## config.mk

```make
export PLATFORM = sky130hd
export DESIGN_NAME = secuenciador_comparador
export DESIGN_NICKNAME = d
export VERILOG_FILES = /design/src/rtl/secuenciador_comparador_pkg.sv /design/src/rtl/contador_barrido.sv /design/src/rtl/secuenciador_comparador.sv
export SDC_FILE = /design/constraint.sdc
export NUM_CORES = 1
export LEC_CHECK = 0
export CAP_MARGIN = 10
export CORE_MARGIN = 1
export CORE_UTILIZATION = 52
export DETAILED_ROUTE_END_ITERATION = 6
export GPL_TIMING_DRIVEN = 0
export MAX_ROUTING_LAYER = met4
export PLACE_DENSITY = 0.81
export SLEW_MARGIN = 25
export SYNTH_ARGS = -nofsm -noshare
export SYNTH_HDL_FRONTEND = slang
export SYNTH_SLANG_ARGS = --single-unit
export TNS_END_PERCENT = 20
```

## constraint.sdc

```tcl
create_clock -name Clk -period 2.65 [get_ports Clk]
set_input_delay 0.53 -clock Clk [delete_from_list [all_inputs] [get_ports Clk]]
set_output_delay 0.53 -clock Clk [all_outputs]
set_load 0.01 [all_outputs]
```

## src/rtl/secuenciador_comparador_pkg.sv

```systemverilog
// Shared definitions for the comparator scan controller.
//   REPOSO / BARRIDO / FIN : 2-bit state encodings (legacy-compatible constants)
//   ANCHO_OPERANDO         : default operand width of the comparator datapath
package secuenciador_comparador_pkg;

    localparam int unsigned ANCHO_OPERANDO = 6;

    localparam logic [1:0] REPOSO  = 2'd0;
    localparam logic [1:0] BARRIDO = 2'd1;
    localparam logic [1:0] FIN     = 2'd2;

endpackage

```

## src/rtl/contador_barrido.sv

```systemverilog
// Operand register for the sweep: load at start, hold, or wrap-increment.
// Also keeps the captured last operand and flags when the sweep reaches it.
//   Clk, Reset_n : clock, asynchronous active-low reset
//   Cargar       : capture Desde/Hasta, Estimulo <- Desde
//   Avanzar      : Estimulo <- Estimulo + 1 (mod 2^ANCHO)
//   Desde, Hasta : sweep bounds, sampled only on Cargar
//   Estimulo     : registered operand driven to the comparator
//   enFinal_c    : Estimulo equals the captured last operand (combinational)
module contador_barrido
    import secuenciador_comparador_pkg::*;
#(
    parameter int unsigned ANCHO = ANCHO_OPERANDO
) (
    input  logic             Clk,
    input  logic             Reset_n,
    input  logic             Cargar,
    input  logic             Avanzar,
    input  logic [ANCHO-1:0] Desde,
    input  logic [ANCHO-1:0] Hasta,
    output logic [ANCHO-1:0] Estimulo,
    output logic             enFinal_c
);

    logic [ANCHO-1:0] hastaCapturado;

    // Operand and bound registers; the natural overflow gives the wrap-around.
    always_ff @(posedge Clk or negedge Reset_n) begin
        if (!Reset_n) begin
            Estimulo       <= '0;
            hastaCapturado <= '0;
        end else if (Cargar) begin
            Estimulo       <= Desde;
            hastaCapturado <= Hasta;
        end else if (Avanzar) begin
            Estimulo       <= Estimulo + ANCHO'(1);
        end
    end

    assign enFinal_c = (Estimulo == hastaCapturado);

endmodule

```

## src/rtl/secuenciador_comparador.sv

```systemverilog
// Scan controller: sweeps a programmable operand range through a comparator,
// counting matches and recording the first matching operand.
//   Clk, Reset_n        : clock, asynchronous active-low reset
//   Inicio              : start request, honoured only in REPOSO
//   Desde, Hasta        : first/last operand, captured at start
//   Pausa               : freezes the sweep while high
//   Estimulo            : operand driven to the comparator
//   RtaComparador       : comparator answer for the current Estimulo
//   Ocupado             : sweep in progress
//   Listo               : one-cycle pulse when results become valid
//   Coincidencias       : number of matching operands
//   PrimeraCoincidencia : first matching operand in sweep order
//   HuboCoincidencia    : at least one match occurred
module secuenciador_comparador
    import secuenciador_comparador_pkg::*;
#(
    parameter int unsigned ANCHO = ANCHO_OPERANDO
) (
    input  logic             Clk,
    input  logic             Reset_n,
    input  logic             Inicio,
    input  logic [ANCHO-1:0] Desde,
    input  logic [ANCHO-1:0] Hasta,
    input  logic             Pausa,
    output logic [ANCHO-1:0] Estimulo,
    input  logic             RtaComparador,
    output logic             Ocupado,
    output logic             Listo,
    output logic [ANCHO:0]   Coincidencias,
    output logic [ANCHO-1:0] PrimeraCoincidencia,
    output logic             HuboCoincidencia
);

    // One extra bit: a full-range sweep can match all 2^ANCHO operands.
    localparam int unsigned ANCHO_CONT = ANCHO + 1;

    logic [1:0]            estado;
    logic [1:0]            estadoSig;
    logic                  cargar;
    logic                  avanzar;
    logic                  enFinal;
    logic                  ocupadoSig;
    logic                  listoSig;
    logic [ANCHO_CONT-1:0] coincidenciasSig;
    logic [ANCHO-1:0]      primeraSig;
    logic                  huboSig;

    contador_barrido #(
        .ANCHO(ANCHO)
    ) uContador (
        .Clk      (Clk),
        .Reset_n  (Reset_n),
        .Cargar   (cargar),
        .Avanzar  (avanzar),
        .Desde    (Desde),
        .Hasta    (Hasta),
        .Estimulo (Estimulo),
        .enFinal_c(enFinal)
    );

    // State register.
    always_ff @(posedge Clk or negedge Reset_n) begin
        if (!Reset_n) begin
            estado <= REPOSO;
        end else begin
            estado <= estadoSig;
        end
    end

    // Next state, counter control and next values of the registered outputs.
    always_comb begin
        estadoSig        = estado;
        cargar           = 1'b0;
        avanzar          = 1'b0;
        ocupadoSig       = Ocupado;
        listoSig         = 1'b0;
        coincidenciasSig = Coincidencias;
        primeraSig       = PrimeraCoincidencia;
        huboSig          = HuboCoincidencia;

        case (estado)
            REPOSO: begin
                if (Inicio) begin
                    cargar           = 1'b1;
                    ocupadoSig       = 1'b1;
                    coincidenciasSig = '0;
                    primeraSig       = '0;
                    huboSig          = 1'b0;
                    estadoSig        = BARRIDO;
                end
            end
            BARRIDO: begin
                if (!Pausa) begin
                    if (RtaComparador) begin
                        coincidenciasSig = Coincidencias + ANCHO_CONT'(1);
                        if (!HuboCoincidencia) begin
                            primeraSig = Estimulo;
                            huboSig    = 1'b1;
                        end
                    end
                    if (enFinal) begin
                        estadoSig  = FIN;
                        ocupadoSig = 1'b0;
                        listoSig   = 1'b1;
                    end else begin
                        avanzar = 1'b1;
                    end
                end
            end
            FIN: begin
                estadoSig = REPOSO;
            end
            default: begin
                estadoSig  = REPOSO;
                ocupadoSig = 1'b0;
            end
        endcase
    end

    // Registered outputs.
    always_ff @(posedge Clk or negedge Reset_n) begin
        if (!Reset_n) begin
            Ocupado             <= 1'b0;
            Listo               <= 1'b0;
            Coincidencias       <= '0;
            PrimeraCoincidencia <= '0;
            HuboCoincidencia    <= 1'b0;
        end else begin
            Ocupado             <= ocupadoSig;
            Listo               <= listoSig;
            Coincidencias       <= coincidenciasSig;
            PrimeraCoincidencia <= primeraSig;
            HuboCoincidencia    <= huboSig;
        end
    end

endmodule

```

==> reports/qor.yml, run 1 <==
status:
  status: "finished, final reports clean"
floorplanning:
  die_width_microns: 55.9
  dieHeight_microns: 55.9
  die-area_sq_um: 3120
  rows: 19
  io_pins: 39
  start_util: 0.547
  core_area_sq_um: 2760
detailed_routing:
  wl_per_cell_microns: 15.0
  wirelength_mm: 3.28
  remaining_drc_errors: 0
  firstDrtPassIters: 4
  vias_per_cell: 5.69
  antenna_left: 0
  drt-initial-drc-count: 30
  vias: 1247
final_layout:
  area_growth_pct: 31.4
  fin_util: 0.719
  num_antenna_cells: 0
  post_route_cells_drive_above_1_share: 0.128
  final_cell_mix: "clkdlybuf4s50_1, dfrtp_1, nand2_1"
  nFillCells: 216
  layout.nets: 206
  final_common_cell: "clkdlybuf4s50_1"
power_and_ir_drop:
  combPwrFrac: 0.494
  power_switching_mw: 0.897
  p_int_mw: 1.40
  powerDensity_nw_per_um2: 1160
  power_frac_seq: 0.379
  swShare: 0.391
  clkPwrFrac: 0.127
  ir_drop_mv: 0.861
  leakage_nw: 0.846
  finalPower_mw: 2.29
synthesis:
  syn_area_per_cell_sq_um: 10.6
  synth_edf_count: 0
  yosysUniqueCellTypes: 34
  ys_ff_latch: 30
  synth-seq-area-share: 0.498
  synth_top_area_share: 0.498
  ys_async_sr_fraction: 1.00
  syn_nets: 161
  netlist_instances: 142
  yosys.area.top_type: "dfrtp_1"
  netlist_area_sq_um: 1510
  synth_warnings: 0
  yosys-top-cells-area: "dfrtp_1, a22o_1, xor2_1, nand2_1, mux2_2"
  synthFlopType: "dfrtp_1"
cts:
  numCtsBuffers: 5
  h-tree-depth: 2
  holdBufCountCts: 0
  cts_setup_buffers: 0
  clk_path_buf_depth: 2
  cts_resized: 0
  clkLatencyLatePin_ps: 340
  clock-root-buffer: "clkbuf_4"
  clk_pin_slew_ps: 100
  cts.sinks: 30
  tritoncts: "built"
critical_path:
  cp-end-kind: "output pin"
  worstSetupStartpointType: "flop"
  r2r_start: "uContador.Estimulo[2]"
  max_stage_delay_ps: 590
  crit_chain: "clkdlybuf4s50_1"
  critical_path_class: "flop to output pin"
  critical-path-slowest-cell: "clkdlybuf4s50_1"
  crit_buf_inv: 1
  cp_max_fo: 7
  critPathTopFamily: "buffers and inverters"
  cp_data_required_time_ps: 2120
  critPathLaunch: "uContador.Estimulo[2]"
  arrival_ps: 1420
global_route:
  grt-ovfl-total: 0
  grt_first_pass_wirelength_mm: 5.30
  antenna_found_initial: 0
  track_usage: 0.233
  grt_start_max_net_pins: 31
  first_global_vias: 1177
timing:
  fin_crit_ps: 1950
  hold_violations: 0
  drv_slew: 0
  rsz0062_at_grt: "false"
  setup_viol: 0
  whs_ps: 203
  worst_slew_pin_slew_ps: 651
  fmax_mhz: 512
  setup_tns_ps: 0
  period_share: 0.738
  fin_worst_skew_ps: 5.01
  slew_headroom: 0.566
placement:
  gp_congestion: 0.798
  dp_hpwl_mm: 2.39
  portBuffers: 38
flow_run:
  max-cap-violations: 0
hold_path:
  hp-class: "input pin to async pin"
logic make-up (layout without fill, tap and decap cells):
| group | after synthesis | in the layout | synth area share |
|---|---|---|---|
| compound gates | 29 | 29 | 0.148 |
| buf+inv | 9 | 55 | 0.0274 |
| simple gates | 56 | 56 | 0.208 |
| xor+xnor | 10 | 10 | 0.0580 |
| flops | 30 | 30 | 0.498 |
| mux | 6 | 6 | 0.0448 |
| fa+ha+maj | 2 | 2 | 0.0166 |
Yosys cell counts (2+ instances only):
cell type / count
nor2_1: 7
a211oi_1: 2
mux2_2: 6
dfrtp_1: 30
nand3_1: 10
inv_1: 3
and3_1: 4
nor2b_1: 2
o21ai_1: 2
buf_2: 3
clkbuf_1: 2
o211ai_1: 3
o31ai_1: 2
nand4_1: 4
o21ai_0: 3
a22o_1: 12
xor2_1: 9
nand2_1: 18
ha_1: 2
nand3b_1: 2
or3_1: 3
area by class of cell:
cell class	instances	area (sq um)	area share
Clock buffer	7	55.1	0.0278
Tap cell	31	38.8	0.0196
Multi-Input combinational cell	103	717	0.362
Sequential cell	30	751	0.379
Clock inverter	1	5.00	0.00252
Inverter	3	11.3	0.00568
Buffer	6	30.0	0.0151
Timing Repair Buffer	38	375	0.189
worst paths after layout:
kind	endpoint	slack [ps]	depth (start not counted)
max reg2reg	uContador.Estimulo[0]	950	5
min	Coincidencias[3]	200	1
max in group asynchronous	uContador.hastaCapturado[5]	2020	1
min reg2reg	uContador.hastaCapturado[4]	540	1
min in group Clk	uContador.hastaCapturado[4]	540	1
max	Estimulo[2]	700	1
stage by stage:
stage | cell area (sq um) | instances | worst slack, ps
global placement | 1930 | 211 | 478
floorplan | 1510 | 142 | 1090
global route | 1980 | 219 | 644
CTS | 1980 | 219 | 682
detailed placement | 1920 | 211 | 445
finish | 1980 | 219 | 695
state kept, by name (all words and copies together), names as in the netlist:
register / count
Listo: 1
uContador.hastaCapturado: 6
HuboCoincidencia: 1
uContador.Estimulo: 6
Ocupado: 1
PrimeraCoincidencia: 6
estado: 2
Coincidencias: 7
power by group through the flow:
stage                     Clock [mW]  Sequential (mW)  Combinational, mW
after floorplan                    0            0.888              0.666
after global placement             0            0.859               1.10
after detailed placement           0            0.876               1.13
after CTS                      0.299            0.868               1.14
after global routing           0.320            0.899               1.23
final                          0.292            0.869               1.13
metal layers:
layer / share of wire / routed length [microns] / GRT usage / vias up
li1: - / - / - / 606
met1: 0.45 / 1470 / 0.268 / 603
met2: 0.50 / 1630 / 0.380 / 33
met3: 0.036 / 118 / 0.0535 / 5
met4: 0.019 / 63 / 0.125 / 0
met5: 0 / 0 / - / -
Note: power is estimated with default switching activity, not from simulation.
==> run 2: changes to the inputs <==
- CORE_UTILIZATION: 52 -> 48
- PLACE_DENSITY: 0.81 -> 0.76
- clock period: 2.65 -> 1.92 ns (I/O delays scaled with it)
==> reports/qor.yml, run 2 (synthesis gave the netlist of run 1 again) <==
flow_run:
  max-cap-violations: 0
critical_path:
  arrival_ps: 1460
  crit_buf_inv: 1
  worstSetupStartpointType: "flop"
  max_stage_delay_ps: 600
  critPathTopFamily: "buffers and inverters"
  critical_path_class: "flop to output pin"
  cp_data_required_time_ps: 1540
  cp-end-kind: "output pin"
  cp_max_fo: 7
  critical-path-slowest-cell: "clkdlybuf4s50_1"
  r2r_setup_slack_ps: 230
  crit_chain: "clkdlybuf4s50_1"
floorplanning:
  die_width_microns: 58.1
  die-area_sq_um: 3370
  io_pins: 39
  dieHeight_microns: 58.1
  core_area_sq_um: 2880
  start_util: 0.525
  rows: 19
hold_path:
  hp-class: "input pin to async pin"
detailed_routing:
  wirelength_mm: 3.16
  wl_per_cell_microns: 13.8
  antenna_left: 0
  vias_per_cell: 5.30
  vias: 1219
  drt-initial-drc-count: 21
  remaining_drc_errors: 1
  firstDrtPassIters: 6
power_and_ir_drop:
  clkPwrFrac: 0.195
  ir_drop_mv: 0.900
  swShare: 0.360
  power_frac_seq: 0.349
  finalPower_mw: 3.42
  combPwrFrac: 0.456
  powerDensity_nw_per_um2: 1670
  p_int_mw: 2.19
  power_switching_mw: 1.23
  leakage_nw: 0.869
status:
  status: "complete, but fails checks"
  violations: "design-rule violations"
cts:
  holdBufCountCts: 0
  numCtsBuffers: 5
  cts_setup_buffers: 0
  clkLatencyLatePin_ps: 340
  clk_path_buf_depth: 2
  cts.sinks: 30
  tritoncts: "built"
  clk_pin_slew_ps: 100
  h-tree-depth: 2
  cts_resized: 0
  clock-root-buffer: "clkbuf_4"
placement:
  placed_cell_area_sq_um: 1940
  preCtsSetupSlack_ps: -173
  dp.cells: 222
  dp_hpwl_mm: 2.35
  portBuffers: 38
  gp_congestion: 0.847
global_route:
  grt_start_max_net_pins: 31
  grt-ovfl-total: 0
  grt-busiest-layer: "met2"
  met1_usage: 0.254
  grt_use_met2: 0.350
  grt_first_pass_wirelength_mm: 5.23
  first_global_vias: 1179
  track_usage: 0.218
  grt_use_met3: 0.0469
  antenna_found_initial: 0
final_layout:
  area_growth_pct: 35.7
  final_common_cell: "clkdlybuf4s50_1"
  fin_cells: 230
  final_area_sq_um: 2050
  largest-register: "Coincidencias"
  layout.nets: 206
  final-seq-area_sq_um: 751
  largest_register_ffs: 7
  final_cell_mix: "clkdlybuf4s50_1, dfrtp_1, nand2_1"
  nFillCells: 224
  fin_util: 0.712
  post_route_cells_drive_above_1_share: 0.133
  multi_input_area_sq_um: 717
  num_antenna_cells: 0
timing:
  setup_tns_ps: 0
  drv_slew: 0
  layout_setup_ws_ps: 78.5
  whs_ps: 58.8
  period_share: 0.959
  fin_crit_ps: 1840
  rsz0062_at_grt: "false"
  fin_worst_skew_ps: 10.2
  hold_violations: 0
  worst_slew_pin_slew_ps: 647
  fmax_mhz: 543
  setup_viol: 0
  slew_headroom: 0.569
==> run 2: cell count changes in the layout (fill, tap and decap cells not counted) <==
| cell | delta |
|---|---|
| bufinv_16 | +2 |
| clkbuf_1 | -1 |
| clkinv_2 | -1 |
==> run 2: path summary, 6_finish.rpt <==
check,to,cells after the start,start
max reg2reg,uContador.Estimulo[0],5,uContador.Estimulo[2]
min in group Clk,uContador.hastaCapturado[3],1,uContador.hastaCapturado[3]
max in group asynchronous,estado[1],1,Reset_n
min reg2reg,uContador.hastaCapturado[3],1,uContador.hastaCapturado[3]
max,Estimulo[3],1,uContador.Estimulo[3]
min,Coincidencias[3],1,Reset_n
==> run 2: layout make-up <==
type | instances | share of cell area
Clock inverter | 2 | 0.0293
Tap cell | 42 | 0.0257
Timing Repair Buffer | 38 | 0.183
Clock buffer | 6 | 0.0250
Multi-Input combinational cell | 103 | 0.350
Inverter | 3 | 0.00550
Buffer | 6 | 0.0147
Sequential cell | 30 | 0.367
==> run 2: power by group through the flow <==
stage / registers (mW) / logic [mW] / clock network, mW
finish: 1.20 / 1.56 / 0.666
global route: 1.24 / 1.70 / 0.700
CTS: 1.20 / 1.57 / 0.678
detailed placement: 1.21 / 1.56 / 0
global placement: 1.19 / 1.53 / 0
floorplan: 1.23 / 0.919 / 0
==> run 2: layer usage <==
layer	wire length [microns]	up-vias
met5	0	-
met4	75	0
met3	114	10
met2	1570	24
met1	1410	582
li1	-	603
